<file path="config.mk">
export PLATFORM = sky130hd
export DESIGN_NAME = bits32_8word_c
export DESIGN_NICKNAME = d
export VERILOG_FILES = /design/src/rtl/bits32_8word_c.sv
export SDC_FILE = /design/constraint.sdc
export NUM_CORES = 1
export LEC_CHECK = 0
export BUFFER_PORTS_ARGS = -buffer_cell sky130_fd_sc_hd__buf_2
export CAP_MARGIN = 25
export CORE_UTILIZATION = 30
export CTS_CLUSTER_SIZE = 28
export DETAILED_ROUTE_END_ITERATION = 7
export GPL_ROUTABILITY_DRIVEN = 0
export PLACE_DENSITY = 0.5
export REMOVE_ABC_BUFFERS = 1
export SLEW_MARGIN = 10
export SYNTH_ARGS = -nofsm -noshare
export SYNTH_HDL_FRONTEND = slang
export SYNTH_SLANG_ARGS = --single-unit
</file>
<file path="constraint.sdc">
create_clock -name clk_4f_c -period 1.9 [get_ports clk_4f_c]
set_input_delay 0 -clock clk_4f_c [delete_from_list [all_inputs] [get_ports clk_4f_c]]
set_output_delay 0 -clock clk_4f_c [all_outputs]
set_load 0.02 [all_outputs]
</file>
<file path="src/rtl/bits32_8word_c.sv">
// 32-to-8 serializer: one word in via valid/ready, four bytes out on consecutive 4f edges.
// A one-word holding register lets the next word queue so back-to-back words stream gap-free.
module bits32_8word_c #(
  parameter bit         MSB_FIRST = 1'b1,
  parameter logic [7:0] IDLE_BYTE = 8'h00
) (
  input  logic        clk_4f_c,
  input  logic        reset,
  input  logic        valid_in,
  input  logic [31:0] Data_in,
  output logic        ready_out,
  output logic        valid_out_c,
  output logic [7:0]  Data_out_c
);

  typedef enum logic {IDLE, SEND} state_t;

  state_t           state;
  logic [1:0]       cnt;
  logic [3:0][7:0]  w_q;
  logic [3:0][7:0]  h_q;
  logic             hold_full;
  logic [3:0][7:0]  din_lanes;
  logic             accept;
  logic [1:0]       cnt_nxt;

  // Transmit order index -> byte lane of the packed word.
  function automatic logic [7:0] sel_byte(input logic [3:0][7:0] x, input logic [1:0] i);
    logic [1:0] lane;
    lane = MSB_FIRST ? (2'd3 - i) : i;
    return x[lane];
  endfunction

  assign din_lanes = Data_in;
  assign ready_out = ~hold_full;
  assign accept    = valid_in & ready_out;
  assign cnt_nxt   = cnt + 2'd1;

  always_ff @(posedge clk_4f_c or negedge reset) begin
    if (!reset) begin
      state       <= IDLE;
      cnt         <= 2'd0;
      w_q         <= '0;
      h_q         <= '0;
      hold_full   <= 1'b0;
      valid_out_c <= 1'b0;
      Data_out_c  <= IDLE_BYTE;
    end else begin
      case (state)
        IDLE: begin
          if (accept) begin
            w_q         <= din_lanes;
            Data_out_c  <= sel_byte(din_lanes, 2'd0);
            valid_out_c <= 1'b1;
            cnt         <= 2'd0;
            state       <= SEND;
          end else begin
            valid_out_c <= 1'b0;
            Data_out_c  <= IDLE_BYTE;
          end
        end
        SEND: begin
          if (cnt != 2'd3) begin
            Data_out_c <= sel_byte(w_q, cnt_nxt);
            cnt        <= cnt_nxt;
            if (accept) begin
              h_q       <= din_lanes;
              hold_full <= 1'b1;
            end
          end else if (hold_full) begin
            // Queued word starts right behind the last byte, no idle cycle.
            w_q        <= h_q;
            Data_out_c <= sel_byte(h_q, 2'd0);
            cnt        <= 2'd0;
            hold_full  <= 1'b0;
          end else if (accept) begin
            w_q        <= din_lanes;
            Data_out_c <= sel_byte(din_lanes, 2'd0);
            cnt        <= 2'd0;
          end else begin
            valid_out_c <= 1'b0;
            Data_out_c  <= IDLE_BYTE;
            state       <= IDLE;
          end
        end
        default: begin
          state       <= IDLE;
          valid_out_c <= 1'b0;
          Data_out_c  <= IDLE_BYTE;
        end
      endcase
    end
  end

endmodule
</file>
==> results.toml, run 1 <==
[outcome]
run_status = "completed"

[grt]
gr-usage-met1_pct = 21.4
use_met2_pct = 21.5
global_route.overflow_total = 0
via_count_of_the_first_global_routing_pass = 2410
use_met3_pct = 4.30
combined_global_route_utilization_of_all_metal_layers_pct = 14.9
wire_length_of_the_first_global_routing_pass_mm = 13.0
globalRoute.busiestLayer = "met2"
grt_antenna_before_repair = 0
largest_net_degree_at_the_start_of_global_routing = 41

[timing]
timing.slew.headroom_pct = 63.0
setup_total_negative_slack_ns = 0
timing_max_transition_violations_final = 0
final-setup-viol-count = 0
fmaxAchievable_ghz = 0.556
hold_viol_final = 0
post-route-min-period_ns = 1.80
part_of_the_cycle_the_worst_path_needs_pct = 94.7
worst_slew_pin_slew_ns = 0.553
hold_slack_ns = 0.00115
rsz0062_at_grt = "yes"
finalClockSkew_ns = 0.00567

[hold_path]
min-delay-start = "valid_in"
hold_class = "input pin to flip-flop"
worstHoldPathCells = 3

[critical_path]
cp_max_fo = 6
timing.reg2reg.worst_path_depth = 5
r2r_setup_slack_ns = 0.10
critical_path_arrival_ns = 2.03
startpoint_type_of_the_worst_setup_path = "flip-flop"
path_cells = "ha_1 > and2b_1 > nand2b_1 > buf_4 > o221ai_1"
cpMaxStageDelayCell = "and2b_1"
critical-path-top-delay-family = "simple AND/OR/NAND/NOR gates"
cp.required_ns = 2.13
path_class = "flip-flop to flip-flop"
crit_path_cell_count = 5
critical-path-max-stage-delay_ns = 0.40
timing.critical_path.from = "cnt[0]"
worstPathBufferInverterCount = 1
worstSetupEndpointType = "flip-flop"
reg2reg_start = "cnt[0]"

[floorplan]
fp-row-count = 38
die_area_um2 = 11900
coreArea_um2 = 11000
ioPinCount = 45
dieHeight_um = 109
floorplan.initialDensity_pct = 31.3
die_w_um = 109

[cells_and_area]
final-seq-area_um2 = 1930
fillerInstances = 1046
antenna_cells = 0
fin_nets = 364
final_layout_size_suffix_gt1_share_pct = 31.7
multi_input_area_um2 = 1340
area_growth_syn_to_layout_pct = 29.3

[cts]
clock_root_buffer = "clkbuf_16"
clock_tree_from_tritoncts = "yes"
clock_sinks = 77
cts-buffers-inserted = 9
cts.clk_slew.worst_paths_ns = 0.06
clock_tree.htree_level_count = 3
worstSkewPairLatency_ns = 0.33
cts_buffer_depth = 2

[route]
post_drt_wl_per_cell_um = 16.8
count_of_unresolved_drc_violations_after_routing = 0
detailed_routing_iteration_count_for_the_pre_antenna_repair_pass = 4
final_antenna_net_count = 0
wirelength_mm = 7.93
routed_vias = 2302
drt_iter0_markers = 81
detail_route.vias_per_cell = 4.89

[logic_synthesis]
yosysSeqAreaShare_pct = 56.1
synthDominantCellAreaShare_pct = 56.1
synth.avg_cell_area_um2 = 13.9
ys_types = 28
yosys-top-cells-area = "dfrtp_1 56%, mux2_4 13%, a2bb2oi_1 5.9%"
netlist.top_cell.by_area = "dfrtp_1"
ys_ff_latch = 77
netlist_instances = 248
synth-warning-count = 0
syn_area_um2 = 3440

[run]
maxCapViolCount = 0

[power]
power.total_mw = 8.20
cellLeakagePower_nw = 1.99
power_per_cell_area_nw_per_um2 = 1850
ir_worst_vdd_uv = 788

[place]
place.port_buffers = 44
dpl.hpwl_mm = 4.66
[through the flow]
| stage | instance area [um^2] | setup WS (ns) | cells | util, % |
|---|---|---|---|---|
| 4_1_cts | 4440 | 0.0748 | 471 | 40.4 |
| 6_report | 4440 | 0.100 | 471 | 40.4 |
| 2_1_floorplan | 3290 | -0.926 | 227 | - |
| 3_3_place_gp | 3830 | 0.0691 | 423 | 34.9 |
| 3_5_place_dp | 3830 | -0.0228 | 423 | 34.9 |
| 5_1_grt | 4440 | -0.000191 | 471 | 40.4 |
[final timing paths]
path                            endpoint
max reg2reg                Data_out_c[7]
min reg2reg                       w_q[6]
min                            hold_full
max                        Data_out_c[7]
min in group asynchronous        h_q[16]
max in group asynchronous         cnt[1]
[final cells by class]
type / count / area share (%)
multi-input combinational: 140 / 30.1
sequential: 77 / 43.4
inverter: 11 / 0.930
tap: 140 / 3.94
clock inverter: 2 / 0.225
timing repair buffer: 89 / 15.6
clock buffer: 12 / 5.77
[cells in the mapped netlist]
| master | n |
|---|---|
| dfrtp_1 | 77 |
| mux2_4 | 30 |
| o22ai_1 | 24 |
| a2bb2oi_1 | 23 |
| mux2i_1 | 16 |
| inv_1 | 11 |
| buf_2 | 8 |
| o21ai_0 | 8 |
| o221ai_1 | 8 |
| a32oi_1 | 7 |
| buf_6 | 6 |
| a21oi_1 | 4 |
| clkbuf_1 | 4 |
| nand2b_1 | 4 |
| mux2_2 | 3 |
| buf_4 | 2 |
| nand2_1 | 2 |
| a21oi_4 | 1 |
| a22o_1 | 1 |
| a31oi_1 | 1 |
| and2b_1 | 1 |
| and3_1 | 1 |
| and4_1 | 1 |
| clkbuf_4 | 1 |
| ha_1 | 1 |
| nor2_8 | 1 |
| nor2b_1 | 1 |
| o2bb2a_1 | 1 |
[layer usage]
metal / vias to the layer above / wire, um / part of all wire [%]
li1: 1099 / - / -
met1: 1159 / 4120 / 52
met2: 36 / 3470 / 44
met3: 8 / 246 / 3.1
met4: 0 / 98 / 1.2
met5: - / 0 / 0
[state kept, by name, indices dropped and copies added, names as in the netlist]
signal and cells:
h_q 32, w_q 32, Data_out_c 8, cnt 2
hold_full 1, state 1, valid_out_c 1
[layout by cell type (no fill, tap or decap)]
master          n
o221ai_1        8
clkbuf_16       9
clkbuf_8        2
clkbuf_1        1
a21oi_1         4
o22ai_1        24
nand2b_1        4
o2bb2a_1        1
a31oi_1         1
a21oi_4         2
buf_4           9
mux2_4         30
nor2b_1         1
mux2_2          3
ha_1            1
buf_2          43
mux2i_1        16
and2b_1         1
inv_1          11
dlygate4sd3_1  33
and3_1          1
buf_12          4
clkinv_2        2
and4_1          1
nor2_8          1
dfrtp_1        77
a22o_1          1
a2bb2oi_1      23
a32oi_1         7
o21ai_0         8
nand2_1         2
[where the power goes]
group	internal, mW	switching (mW)
registers	2.49	0.418
clock network	0.937	0.628
logic	1.87	1.85
total	5.30	2.90
[tightest hold or removal path: stages]
cell     delay (ns)
buf_2          0.10
a21oi_1        0.06
a21oi_1        0.12
[timing repair]
action	in CTS	in global routing
setup buffers	0	0
setup endpoints to repair	4	1
pin swaps	0	0
hold buffers	33	0
gates cloned	1	0
endpoints found under the hold margin	82	0
resized for setup	1	0
[cells by family (layout without fill, tap and decap cells)]
family	after synthesis	after routing	synth area share, %
AO/OA/AOI/OAI	78	79	17.0
adder cells (fa/ha/maj)	1	1	0.364
buffers and inverters	32	114	5.43
flip-flops	77	77	56.1
multiplexers	49	49	18.8
AND/OR/NAND/NOR	11	11	2.37
No activity file was read; power rests on OpenSTA's default activity.
==> run 2, diff against run 1 <==
==> constraint.sdc (replaced) <==
create_clock -name clk_4f_c -period 2.1 [get_ports clk_4f_c]
set_input_delay 0 -clock clk_4f_c [delete_from_list [all_inputs] [get_ports clk_4f_c]]
set_output_delay 0 -clock clk_4f_c [all_outputs]
set_load 0.02 [all_outputs]
==> results.toml, run 2 (same netlist as run 1, synthesis figures left out) <==
[place]
dpl.hpwl_mm = 4.66
post-place-ws_ns = 0.206
place.port_buffers = 44

[hold_path]
hold_class = "input pin to asynchronous set/reset pin"

[cts]
clock_tree_from_tritoncts = "yes"
worstSkewPairLatency_ns = 0.34
clock_tree.htree_level_count = 3
cts.clk_slew.worst_paths_ns = 0.06
cts_buffer_depth = 2
postCtsSetupRepairBufs = 0
clock_sinks = 77
cts-buffers-inserted = 9
cts.repair.resized = 0
clock_root_buffer = "clkbuf_16"

[timing]
final-setup-viol-count = 0
hold_slack_ns = 0.184
finalClockSkew_ns = 0.00246
post-route-min-period_ns = 1.91
timing.slew.headroom_pct = 39.0
hold_viol_final = 0
setup_total_negative_slack_ns = 0
final.setup.worst_slack_ns = 0.190
timing_max_transition_violations_final = 0
part_of_the_cycle_the_worst_path_needs_pct = 91.0
rsz0062_at_grt = "no"
fmaxAchievable_ghz = 0.523
worst_slew_pin_slew_ns = 0.913

[floorplan]
fp-row-count = 38
die_w_um = 109
die_area_um2 = 11900
dieHeight_um = 109
floorplan.initialDensity_pct = 31.3
ioPinCount = 45
coreArea_um2 = 11000

[outcome]
run_status = "completed"

[critical_path]
startpoint_type_of_the_worst_setup_path = "flip-flop"
cp.required_ns = 2.27
cpMaxStageDelayCell = "a21oi_4"
path_class = "flip-flop to flip-flop"
critical_path_arrival_ns = 2.08
critical-path-top-delay-family = "compound AO/OA/AOI/OAI gates"
timing.reg2reg.worst_path_depth = 4
worstPathBufferInverterCount = 0
r2r_setup_slack_ns = 0.19
worst_r2r_endpoint = "w_q[31]"
cp_max_fo = 32
critical-path-max-stage-delay_ns = 0.71
reg2reg_start = "cnt[0]"
path_cells = "ha_1 > and2b_1 > a21oi_4 > o21ai_0"
worstSetupEndpointType = "flip-flop"

[route]
routed_vias = 2301
post_drt_wl_per_cell_um = 17.0
drt_iter0_markers = 106
final_antenna_net_count = 0
detailed_routing_iteration_count_for_the_pre_antenna_repair_pass = 4
count_of_unresolved_drc_violations_after_routing = 0
detail_route.vias_per_cell = 4.91
wirelength_mm = 7.95

[cells_and_area]
top_regs = "h_q (32), w_q (32), Data_out_c (8)"
fillerInstances = 1070
final-seq-area_um2 = 1930
mostFrequentLayoutCells = "77 x dfrtp_1, 43 x buf_2, 34 x dlygate4sd3_1"
finish.utilization_pct = 40.2
area_growth_syn_to_layout_pct = 28.5
final_layout_size_suffix_gt1_share_pct = 30.4
multi_input_area_um2 = 1320
layout_commonest_cell = "dfrtp_1"
fin_nets = 361
antenna_cells = 0

[power]
cellLeakagePower_nw = 1.98
power_per_cell_area_nw_per_um2 = 1680
power.total_mw = 7.42
ir_worst_vdd_uv = 885

[grt]
global_route.overflow_total = 0
combined_global_route_utilization_of_all_metal_layers_pct = 14.8
use_met2_pct = 21.8
use_met3_pct = 4.66
via_count_of_the_first_global_routing_pass = 2455
globalRoute.busiestLayer = "met2"
largest_net_degree_at_the_start_of_global_routing = 41
gr-usage-met1_pct = 20.4
wire_length_of_the_first_global_routing_pass_mm = 12.9
grt_antenna_before_repair = 0

[run]
maxCapViolCount = 0
[run 2: cell types whose count changed in the layout (fill, tap and decap cells not counted), sizes merged]
cell         delta
a21oi           -1
bufinv          +1
clkinv          -2
clkbuf          +2
buf             -3
dlygate4sd3     +1
[run 2: worst max-delay path by stage]
stage,startpoint,end,depth (start not counted)
finish,cnt[0],w_q[31],4
CTS,cnt[0],w_q[31],4
detailed placement,cnt[0],w_q[31],4
global route,cnt[0],w_q[29],4
global placement,cnt[0],w_q[6],4
floorplan,cnt[0],h_q[5],4
[run 2: power by group]
group	leakage (nW)	switching [mW]	internal, mW
combinational	0.931	1.62	1.60
sequential	0.905	0.382	2.25
clock	0.143	0.575	0.980
[run 2: layout make-up]
class	count	share of cell area, %
Tap cell	140	3.97
Timing Repair Buffer	87	14.8
Inverter	11	0.935
Clock buffer	14	5.98
Sequential cell	77	43.6
Multi-Input combinational cell	139	30.0
Clock inverter	1	0.680
[run 2: timing repair]
action                                  4_1_cts  5_1_grt
endpoints found under the setup margin        0        0
endpoints found under the hold margin        85        0
hold buffers                                 34        0
[run 2: metal layers]
layer | share of wire [%] | vias to the layer above
met4 | 1.2 | 0
met3 | 3.8 | 9
li1 | - | 1087
met1 | 51 | 1167
met5 | 0 | -
met2 | 44 | 38
[run 2: per-stage QoR]
step           std cells  cell area (um^2)
4_1_cts              469              4420
6_report             469              4420
3_5_place_dp         420              3780
2_1_floorplan        227              3290
5_1_grt              469              4420
3_3_place_gp         420              3780
